[config.mk]
export PLATFORM = sky130hd
export DESIGN_NAME = sram_bank_phase_sequencer
export DESIGN_NICKNAME = d
export VERILOG_FILES = /design/src/rtl/sram_bank_phase_sequencer.sv
export SDC_FILE = /design/constraint.sdc
export NUM_CORES = 1
export LEC_CHECK = 0
export BUFFER_PORTS_ARGS = -buffer_cell sky130_fd_sc_hd__buf_2
export CORE_ASPECT_RATIO = 0.8
export CORE_MARGIN = 5
export CORE_UTILIZATION = 55
export CTS_CLUSTER_DIAMETER = 100
export DETAILED_ROUTE_END_ITERATION = 16
export PLACE_DENSITY = 0.83
export SETUP_SLACK_MARGIN = 0.2
export SYNTH_ARGS = -nofsm -noshare
export SYNTH_HDL_FRONTEND = slang
export SYNTH_SLANG_ARGS = --single-unit
[constraint.sdc]
create_clock -name clk -period 7.3 [get_ports clk]
set_clock_uncertainty 0.05 [all_clocks]
set_input_delay 1.095 -clock clk [delete_from_list [all_inputs] [get_ports clk]]
set_output_delay 1.095 -clock clk [all_outputs]
set_load 0.02 [all_outputs]
[src/rtl/sram_bank_phase_sequencer.sv]
// -----------------------------------------------------------------------------
// sram_bank_phase_sequencer
//
// Two-requester round-robin arbiter plus Bennett-style phase sequencer for the
// adiabatic 2-port SRAM bank. One access is granted at a time, and its address
// and write-enable are latched. The bank's clkpos phases then ramp up one level
// at a time, hold at all-ones, and ramp down in reverse order. clkneg is always
// the bitwise complement of clkpos.
//
// Ports
//   clk        in   1        system clock, all state updates on posedge
//   reset      in   1        synchronous, active-high
//   req0/1     in   1        port request, held high until the matching ack
//   addr0/1    in   ADDR_W   port address, valid with req
//   we0/1      in   1        port write enable, valid with req
//   ack0/1     out  1        1-cycle pulse: port granted, address latched
//   bank_addr  out  ADDR_W   latched address of the current access
//   bank_we    out  1        latched write enable of the current access
//   bank_port  out  1        index of the granted port
//   clkpos     out  PHASES   thermometer phase enables (bit j high iff j < lvl)
//   clkneg     out  PHASES   ~clkpos, same cycle
//   busy       out  1        high whenever the sequencer is not idle
//   done       out  1        1-cycle pulse when ramp-down completes
// -----------------------------------------------------------------------------
module sram_bank_phase_sequencer #(
  parameter int PHASES   = 10,
  parameter int STEP     = 1,
  parameter int HOLD_CYC = 2,
  parameter int ADDR_W   = 6
) (
  input  logic              clk,
  input  logic              reset,
  input  logic              req0,
  input  logic [ADDR_W-1:0] addr0,
  input  logic              we0,
  input  logic              req1,
  input  logic [ADDR_W-1:0] addr1,
  input  logic              we1,
  output logic              ack0,
  output logic              ack1,
  output logic [ADDR_W-1:0] bank_addr,
  output logic              bank_we,
  output logic              bank_port,
  output logic [PHASES-1:0] clkpos,
  output logic [PHASES-1:0] clkneg,
  output logic              busy,
  output logic              done
);

  localparam int LW   = $clog2(PHASES + 1);
  localparam int CMAX = (STEP > HOLD_CYC) ? STEP : HOLD_CYC;
  localparam int CW   = $clog2(CMAX + 1);

  typedef enum logic [1:0] {
    IDLE = 2'd0,
    UP   = 2'd1,
    HOLD = 2'd2,
    DOWN = 2'd3
  } state_t;

  state_t          state_q, state_d;
  logic [LW-1:0]   lvl_q, lvl_d;
  logic [CW-1:0]   cnt_q, cnt_d;
  // rr_q = 1 means port 1 wins the next tie.
  logic            rr_q, rr_d;
  logic            grant1;
  logic            ack0_d, ack1_d, done_d;
  logic [ADDR_W-1:0] addr_d;
  logic            we_d, port_d;

  function automatic logic [PHASES-1:0] therm(input logic [LW-1:0] l);
    logic [PHASES-1:0] t;
    for (int j = 0; j < PHASES; j++) t[j] = (j < int'(l));
    return t;
  endfunction

  // Port 1 wins if it is the sole requester or if both request and it is favoured.
  assign grant1 = req1 & (~req0 | rr_q);

  always_comb begin
    // NOTE: every variable gets a default before the case so no path leaves
    // it unassigned, which would otherwise infer a latch.
    state_d = state_q;
    lvl_d   = lvl_q;
    cnt_d   = cnt_q;
    rr_d    = rr_q;
    ack0_d  = 1'b0;
    ack1_d  = 1'b0;
    done_d  = 1'b0;
    addr_d  = bank_addr;
    we_d    = bank_we;
    port_d  = bank_port;

    unique case (state_q)
      IDLE: begin
        if (req0 | req1) begin
          state_d = UP;
          lvl_d   = LW'(1);
          cnt_d   = '0;
          port_d  = grant1;
          addr_d  = grant1 ? addr1 : addr0;
          we_d    = grant1 ? we1 : we0;
          ack0_d  = ~grant1;
          ack1_d  = grant1;
          rr_d    = ~grant1;
        end
      end
      UP: begin
        if (cnt_q == CW'(STEP - 1)) begin
          cnt_d = '0;
          // Top level has been held a full STEP: move on to HOLD.
          if (lvl_q == LW'(PHASES)) state_d = HOLD;
          else                      lvl_d   = lvl_q + LW'(1);
        end else begin
          cnt_d = cnt_q + CW'(1);
        end
      end
      HOLD: begin
        if (cnt_q == CW'(HOLD_CYC - 1)) begin
          state_d = DOWN;
          lvl_d   = LW'(PHASES - 1);
          cnt_d   = '0;
        end else begin
          cnt_d = cnt_q + CW'(1);
        end
      end
      DOWN: begin
        if (cnt_q == CW'(STEP - 1)) begin
          cnt_d = '0;
          // Leaving level 1 finishes the access; IDLE can grant on the next edge.
          if (lvl_q == LW'(1)) begin
            state_d = IDLE;
            lvl_d   = '0;
            done_d  = 1'b1;
          end else begin
            lvl_d = lvl_q - LW'(1);
          end
        end else begin
          cnt_d = cnt_q + CW'(1);
        end
      end
      default: state_d = IDLE;
    endcase
  end

  // NOTE: sequential state uses non-blocking assignments so every register
  // samples the pre-edge values regardless of statement order.
  always_ff @(posedge clk) begin
    if (reset) begin
      state_q   <= IDLE;
      lvl_q     <= '0;
      cnt_q     <= '0;
      rr_q      <= 1'b0;
      ack0      <= 1'b0;
      ack1      <= 1'b0;
      done      <= 1'b0;
      busy      <= 1'b0;
      bank_addr <= '0;
      bank_we   <= 1'b0;
      bank_port <= 1'b0;
      clkpos    <= '0;
      clkneg    <= '1;
    end else begin
      state_q   <= state_d;
      lvl_q     <= lvl_d;
      cnt_q     <= cnt_d;
      rr_q      <= rr_d;
      ack0      <= ack0_d;
      ack1      <= ack1_d;
      done      <= done_d;
      busy      <= (state_d != IDLE);
      bank_addr <= addr_d;
      bank_we   <= we_d;
      bank_port <= port_d;
      clkpos    <= therm(lvl_d);
      clkneg    <= ~therm(lvl_d);
    end
  end

endmodule

Word-level counts from Yosys, hierarchy flattened
Cells that the tools add are included.
Cells by class
  equality and inequality tests: 7
  shift-type cells: 0
  reductions and logical operators: 7
  multiplexer cells: 21
  multipliers: 0
  div/mod/pow operators: 0
  add/subtract/negate cells: 3
  bitwise gates (word level): 10
  magnitude comparators: 10
Operators with widths (number)
  4-bit two-way mux: 6
  2-bit two-way mux: 9
  3-bit by 4-bit < comparator with 1-bit output, first input constant: 4
  4-bit case mux with 4 select lines: 1
  10-bit NOT: 1
  1-bit by 4-bit < comparator with 1-bit output, first input constant: 2
  2-bit by 4-bit < comparator with 1-bit output, first input constant: 2
  4-bit < comparator, first input constant: 2
  2-bit case mux with 4 select lines: 1
  6-bit two-way mux: 1
  1-bit NOT: 6
  2-bit case mux with 3 select lines: 1
  3-bit OR reduction: 2
  4-bit by 1-bit adder with 4-bit output, second input constant: 1
  2-bit by 1-bit equality test with 1-bit output, second input constant: 2
  2-bit equality test, second input constant: 2
  4-bit by 1-bit equality test with 1-bit output, second input constant: 1
  4-bit equality test, second input constant: 1
  2-bit zero test: 2
  4-bit by 1-bit subtractor with 4-bit output, second input constant: 1
  2-bit by 1-bit adder with 2-bit output, second input constant: 1
  1-bit two-way mux: 2
  2-bit != test, second input constant: 1
  1-bit bitwise OR: 2
  other kinds (4): 4
Word-level totals
  word-level logic and storage cells: 71
  input port bits: 18
  flip-flop bits (word level): 41
  bits in read-only memories: 0
  bits in latches: 0
  memories: 0
  output and inout bits: 32
  memory bits (writable): 0

Logic depth before layout (Yosys ltp)
Gate-level depths: netlist of the first run.
  depth in word-level cells: 6
  mapped depth: 10

Worst setup path before layout of the first run
No wires, ideal clock.
  path type: input-to-reg
  from: in req0
  to: reg clkpos[0]
  stages on the path: 6
  slack: 4.605 ns
  arrival time: 2.497 ns
  path buffers: 1
  cell sequence: nor4_2 nor3b_1 a221oi_2 and2_1 clkbuf_1 a31oi_1
On the way
  word-level cells in the longest chain between the ends: 4
RTL lines
  start, declared: line 33  | input logic req0,
  1-bit bitwise OR: line 96  | if (req0 | req1) begin
  4-bit two-way mux: line 96
  4-bit case mux with 4 select lines: line 94  | unique case (state_q)
  1-bit by 4-bit < comparator with 1-bit output: line 73  | for (int j = 0; j < PHASES; j++) t[j] = (j < int'(l));
  end signal, assigned: line 175  | clkpos <= therm(lvl_d);
  end, declared: line 44  | output logic [PHASES-1:0] clkpos,
No other way between the ends.
A chain may end at the register's enable or synchronous reset.

Worst setup path after layout of the first run
  from: reg cnt_q[0]
  to: reg clkneg[9]
On the way
  word-level cells in the longest chain between the ends: 5
  elaborated cells between the ends (all ways): 8
  classes of those cells: order compare: 1; eq/ne: 1; mux: 4; bitwise: 1; reduce/logical: 1
RTL lines
  start, declared: line 63  | logic [CW-1:0] cnt_q, cnt_d;
  start signal, assigned: line 166  | cnt_q <= cnt_d;
  2-bit by 1-bit equality test with 1-bit output or 2-bit zero test (tied branches): line 119, 109, 128
  4-bit two-way mux (on tied branches): line 119, 109, 128
  4-bit case mux with 4 select lines (*): line 94
  4-bit < comparator (*): line 73
  10-bit NOT (*): line 176  | clkneg <= ~therm(lvl_d);
  end signal, assigned: line 176
  end, declared: line 45  | output logic [PHASES-1:0] clkneg,
Every way passes the cells marked *; elsewhere a longest branch is shown, timed or not.

==> results of run 1 <==
==> synth_stat cells, types with 2 or more instances <==
master,instances
nand3_1,2
and2_1,2
o21ai_2,2
clkbuf_1,12
a21o_1,2
nor2_1,20
mux2i_1,9
a211oi_1,8
a21oi_1,4
a31oi_1,3
dfxtp_1,40
o21a_1,3
o21ai_1,2
nand4_1,2
nand2b_1,2
nor3_1,2
ha_1,8
nor2b_1,2
inv_1,8
nand2_1,9
or2_1,3
a21oi_2,2
a32oi_1,2
nor3b_1,6
buf_6,2
a31o_1,2
==> power breakdown <==
part,leakage (nW),switching [mW],internal [mW],total (mW)
Combinational,0.568,0.0699,0.0446,0.114
Sequential,0.328,0.0158,0.238,0.253
Clock,0.0434,0.0759,0.0764,0.152
==> sequential cells by signal (all words and copies together), names as in the netlist <==
| register | count |
|---|---|
| ack1 | 1 |
| clkpos | 10 |
| busy | 1 |
| bank_we | 1 |
| clkneg | 10 |
| bank_port | 1 |
| ack0 | 1 |
| bank_addr | 6 |
| done | 1 |
| state_q | 2 |
| cnt_q | 2 |
| rr_q | 1 |
| lvl_q | 3 |
==> cell families after synthesis <==
family,after synthesis
XOR/XNOR,1
buffers and inverters,26
flip-flops,40
adder cells (fa/ha/maj),8
multiplexers,9
AND/OR/NAND/NOR,59
AO/OA/AOI/OAI,44
==> routing by layer <==
metal / wire, um / track usage / vias up
met2: 1557 / 0.2399 / 50
li1: - / - / 745
met4: 16 / 0.04393 / 0
met5: 0 / 0 / -
met3: 325 / 0.07015 / 3
met1: 1752 / 0.2346 / 673
==> how the worst min path moves through the flow <==
stage,start,endpoint,slack (ps)
after global routing,rr_q,rr_q,460
after CTS,rr_q,rr_q,440
after floorplan,rr_q,rr_q,400
after global placement,rr_q,rr_q,420
final,rr_q,rr_q,430
after detailed placement,rr_q,rr_q,420
==> cell type report <==
type                            count  area (um2)
Clock buffer                        6       82.58
Sequential cell                    40       800.8
Clock inverter                      2       15.01
Fill cell                         248        1013
Multi-Input combinational cell    121       867.1
Tap cell                           40       50.05
Timing Repair Buffer               49       245.2
Inverter                            9       33.78
==> critical path, stage by stage (launching register included) <==
cell and delay, ps:
dfxtp_1 320, inv_1 130, ha_1 390, or4b_4 510, or4_1 480, and4_4 220
or2_1 420, a21o_1 250
==> placed cells by master, fill, tap and decap left out, types with 2 or more instances in the layout <==
cell,Yosys,routed
buf_2,0,49
dfxtp_1,40,40
nor2_1,20,20
nand2_1,9,9
mux2i_1,9,9
inv_1,8,8
a211oi_1,8,8
ha_1,8,8
nor3b_1,6,6
clkbuf_8,0,6
a21oi_1,4,4
o21a_1,3,3
or2_1,3,3
a31oi_1,3,3
nand2b_1,2,2
nand3_1,2,2
o21ai_1,2,2
nor2b_1,2,2
a32oi_1,2,2
nand4_1,2,2
a21oi_2,2,2
a21o_1,2,2
nor3_1,2,2
and2_1,2,2
a31o_1,2,2
o21ai_2,2,2
clkinvlp_4,0,2
==> metrics by stage <==
stage / area [um2] / utilization / std cells / power (mW) / hold slack, ps
floorplan: 1795 / - / 187 / 0.3417 / 399.0
global placement: 1997 / 0.6425 / 259 / 0.3699 / 417.5
detailed placement: 1997 / 0.6425 / 259 / 0.3728 / 422.1
CTS: 2095 / 0.6739 / 267 / 0.5258 / 437.6
global route: 2095 / 0.6739 / 267 / 0.5512 / 461.0
finish: 2095 / 0.6739 / 267 / 0.5203 / 434.3
==> flow_summary.yaml, run 1 <==
worst_setup_path:
  critPathCapture: "clkneg[9]"
  crit_path_end_kind: "register"
  rrSetupSlack_ps: 4440
  critPathLaunchType: "register"
  critPathArrivalTime_ps: 3000
  worstPathRequired_ps: 7440
  worstPathMaxFanout: 16
  reg2reg_depth: 7
  r2r-start: "cnt_q[0]"
  startpoint: "cnt_q[0]"
  r2r-end: "clkneg[9]"
  crit_type: "reg2reg"
drt:
  post_drt_wl_per_cell_um: 13.67
  finalWirelength_mm: 3.651
  antenna_left: 0
  drt_iter0_drc: 52
  first_pass_iters: 4
  via_per_inst: 5.509
  drc: 0
  vias: 1471
floorplan:
  die_y_um: 61.11
  ios: 50
  initial_core_util: 0.5777
  dieWidth_um: 73.88
  rows: 18
  die_area_um2: 4514
  core_area_um2: 3108
power_and_ir_drop:
  power_density_nw_per_um2: 248.4
  vdd_drop_max_mv: 0.1497
  p_leak_nw: 0.9397
synth:
  synth_top_family_by_area: "compound AO/OA/AOI/OAI gates"
  async_flop_share: 0
  synth_edf_count: 0
  ys_ff_latch: 40
  synth_cell_types: 54
  synth_area_per_cell_um2: 9.601
  synthFlopType: "dfxtp_1"
  syn-num-nets: 213
  synthCells: 187
  synth-compound-area-share: 0.1882
  synthAdderAreaFrac: 0.05575
  synth-simple-area-share: 0.1840
  synth_area_um2: 1795
  synthTopCellsByArea: "dfxtp_1 45%, ha_1 5.6%, mux2i_1 5.0%"
  yosysTopAreaCell: "dfxtp_1"
  synthMuxAreaShare: 0.05017
  yosysSeqAreaShare: 0.4460
  synth_xor_area_frac: 0.004878
  yosys_warnings: 0
  yosysTopAreaCellShare: 0.4460
finish:
  antenna_cells: 0
  final_nets: 252
  area_growth_pct: 16.66
  drive_gt1_frac: 0.2952
hold_path:
  min-delay-path-class: "reg2reg"
  worstHoldPathCells: 1
timing:
  maxSlewHeadroom: 0.3532
  fin_tns_setup_ps: 0
  rsz0062_at_grt: "false"
  max_clock_freq_mhz: 349.5
  finalSetupViolations: 0
  tightestPinTransition_ps: 966.6
  finalCritPeriodShare: 0.3919
  fin_ws_ps: 4439
  finalHoldViolCount: 0
  drv_slew: 0
  period_needed_ps: 2861
cts:
  cts_max_level: 2
  cts-root-buf: "clkbuf_8"
  post_cts_resized: 0
  holdBufCountCts: 0
  cts.sinks: 40
  post-cts-setup-buffer-count: 0
  clkTransAtPathRegs_ps: 80
  cts_made_buffers: 5
  cts_buffer_depth: 2
  tritoncts: "built"
  clk_latency_ps: 290
outcome:
  status: "finished, final reports clean"
placed_design:
  routabilityCongestion: 0.8712
  port_buffers: 49
  hpwl_mm: 2.644
  post-place-ws_ps: 4265
global_routing:
  antenna_found_initial: 0
  grt_usage: 0.1680
  overflow: 0
  grt_pass1_wl_mm: 5.906
  grt_max_degree: 27
  grt_pass1_vias: 1315
job:
  maxCapViolations: 0
Note: power is estimated with default switching activity, not from simulation.
==> run 2, diff against run 1 <==
CORE_UTILIZATION = 51   (was 55)
PLACE_DENSITY = 0.78   (was 0.83)
clock period = 3 ns   (was 7.3 ns; I/O delays follow)
==> flow_summary.yaml, run 2 (same netlist as run 1, synthesis figures left out) <==
power_and_ir_drop:
  p_leak_nw: 0.9842
  vdd_drop_max_mv: 0.3563
  power_density_nw_per_um2: 618.1
timing:
  rsz0062_at_grt: "false"
  max_clock_freq_mhz: 382.9
  finalCritPeriodShare: 0.8706
  tightestPinTransition_ps: 817.1
  fin_tns_setup_ps: 0
  drv_slew: 0
  maxSlewHeadroom: 0.4532
  period_needed_ps: 2612
  finalHoldViolCount: 0
  finalSetupViolations: 0
drt:
  wl_met1_mm: 1.689
  drc: 0
  drt_iter0_drc: 53
  dr.max_layer_used: "met4"
  met3_wirelength_um: 269
  vias: 1439
  first_pass_iters: 4
  post_drt_wl_per_cell_um: 12.37
  wl_met2_mm: 1.447
  via_per_inst: 5.214
  antenna_left: 0
  finalWirelength_mm: 3.413
cts:
  cts.sinks: 40
  post_cts_resized: 0
  holdBufCountCts: 0
  post-cts-setup-buffer-count: 0
  clkTransAtPathRegs_ps: 80
  cts_made_buffers: 5
  cts_max_level: 2
  cts_buffer_depth: 2
  tritoncts: "built"
  clk_latency_ps: 290
  cts-root-buf: "clkbuf_8"
worst_setup_path:
  crit_chain: "inv_1 > ha_1 > or4b_4 > or4_1 > and4_4 > or2_1 > and2_1"
  crit_type: "reg2reg"
  crit_family: "simple AND/OR/NAND/NOR gates"
  cpPeakStageDelay_ps: 480
  slowest_stage: "or4_1"
  crit_path_end_kind: "register"
  critPathArrivalTime_ps: 2740
  worstPathMaxFanout: 16
  timing.critical_path.buf_inv: 1
  critPathLaunchType: "register"
  worstPathRequired_ps: 3130
finish:
  top_regs: "clkneg: 10 flops, clkpos: 10 flops, bank_addr: 6 flops"
  drive_gt1_frac: 0.3162
  final_cell_mix: "49 x buf_2, 40 x dfxtp_1, 20 x nor2_1, 9 x nand2_1, 9 x mux2i_1"
  design_area_um2: 2167
  final_common_cell: "buf_2"
  antenna_cells: 0
  fillers: 300
  area_growth_pct: 20.70
  final_nets: 259
  layout.cells.non_filler: 276
floorplan:
  core_area_um2: 3423
  die_area_um2: 4814
  initial_core_util: 0.5245
  dieWidth_um: 76.34
  rows: 19
  ios: 50
  die_y_um: 63.07
global_routing:
  overflow: 0
  grt_usage: 0.1458
  grt_max_degree: 27
  grt_pass1_vias: 1310
  antenna_found_initial: 0
  grt_pass1_wl_mm: 5.954
job:
  maxCapViolations: 0
placed_design:
  place_area_um2: 2052
  hpwl_mm: 2.522
  routabilityCongestion: 0.9185
  port_buffers: 49
  dp_cells: 268
hold_path:
  min-delay-path-class: "in2reg"
outcome:
  status: "finished, final reports clean"
## run 2: cell types whose count changed in the layout (fill, tap and decap cells not counted)
cell / previous run / this run
buf_4: 0 / 7
bufinv_16: 0 / 1
clkbuf_8: 6 / 5
clkinvlp_4: 2 / 1
inv_6: 0 / 1
## run 2: power by group
group	internal (mW)	total [mW]	leakage [nW]	switching, mW
sequential	0.578	0.609	0.328	0.0303
clock	0.250	0.436	0.0548	0.185
combinational	0.120	0.295	0.601	0.175
total	0.949	1.34	0.984	0.391
## run 2: path summary, 6_finish.rpt
path	startpoint	end	slack, ps	cells past startpoint
worst min register to register	rr_q	rr_q	440	1
worst min-delay path	req1	rr_q	380	2
worst max-delay path	cnt_q[0]	clkneg[3]	390	7
worst max register to register	cnt_q[0]	clkneg[3]	390	7
## run 2: cell type report
type,instances,area [um2],share of cell area
Multi-Input combinational cell,121,867.1,0.4001
Sequential cell,40,800.8,0.3695
Timing Repair Buffer,56,297.8,0.1374
Clock buffer,5,68.82,0.03176
Tap cell,42,52.55,0.02425
Clock inverter,3,46.29,0.02136
Inverter,9,33.78,0.01559
## run 2: metal layers
layer,global-route usage,vias to the layer above
met2,0.2222,46
li1,-,755
met4,0.01965,0
met3,0.05840,2
met1,0.1996,636
met5,0,-
## run 2: per-stage QoR
step | power [mW] | hold WS, ps | utilization | setup WS [ps]
finish | 1.339 | 379.8 | 0.6330 | 388.2
global route | 1.414 | 383.2 | 0.6330 | 268.2
CTS | 1.353 | 371.3 | 0.6330 | 384.1
detailed placement | 0.9186 | 423.9 | 0.5994 | 390.5
global placement | 0.9159 | 414.0 | 0.5994 | 435.2
floorplan | 0.8314 | 399.0 | - | 588.5
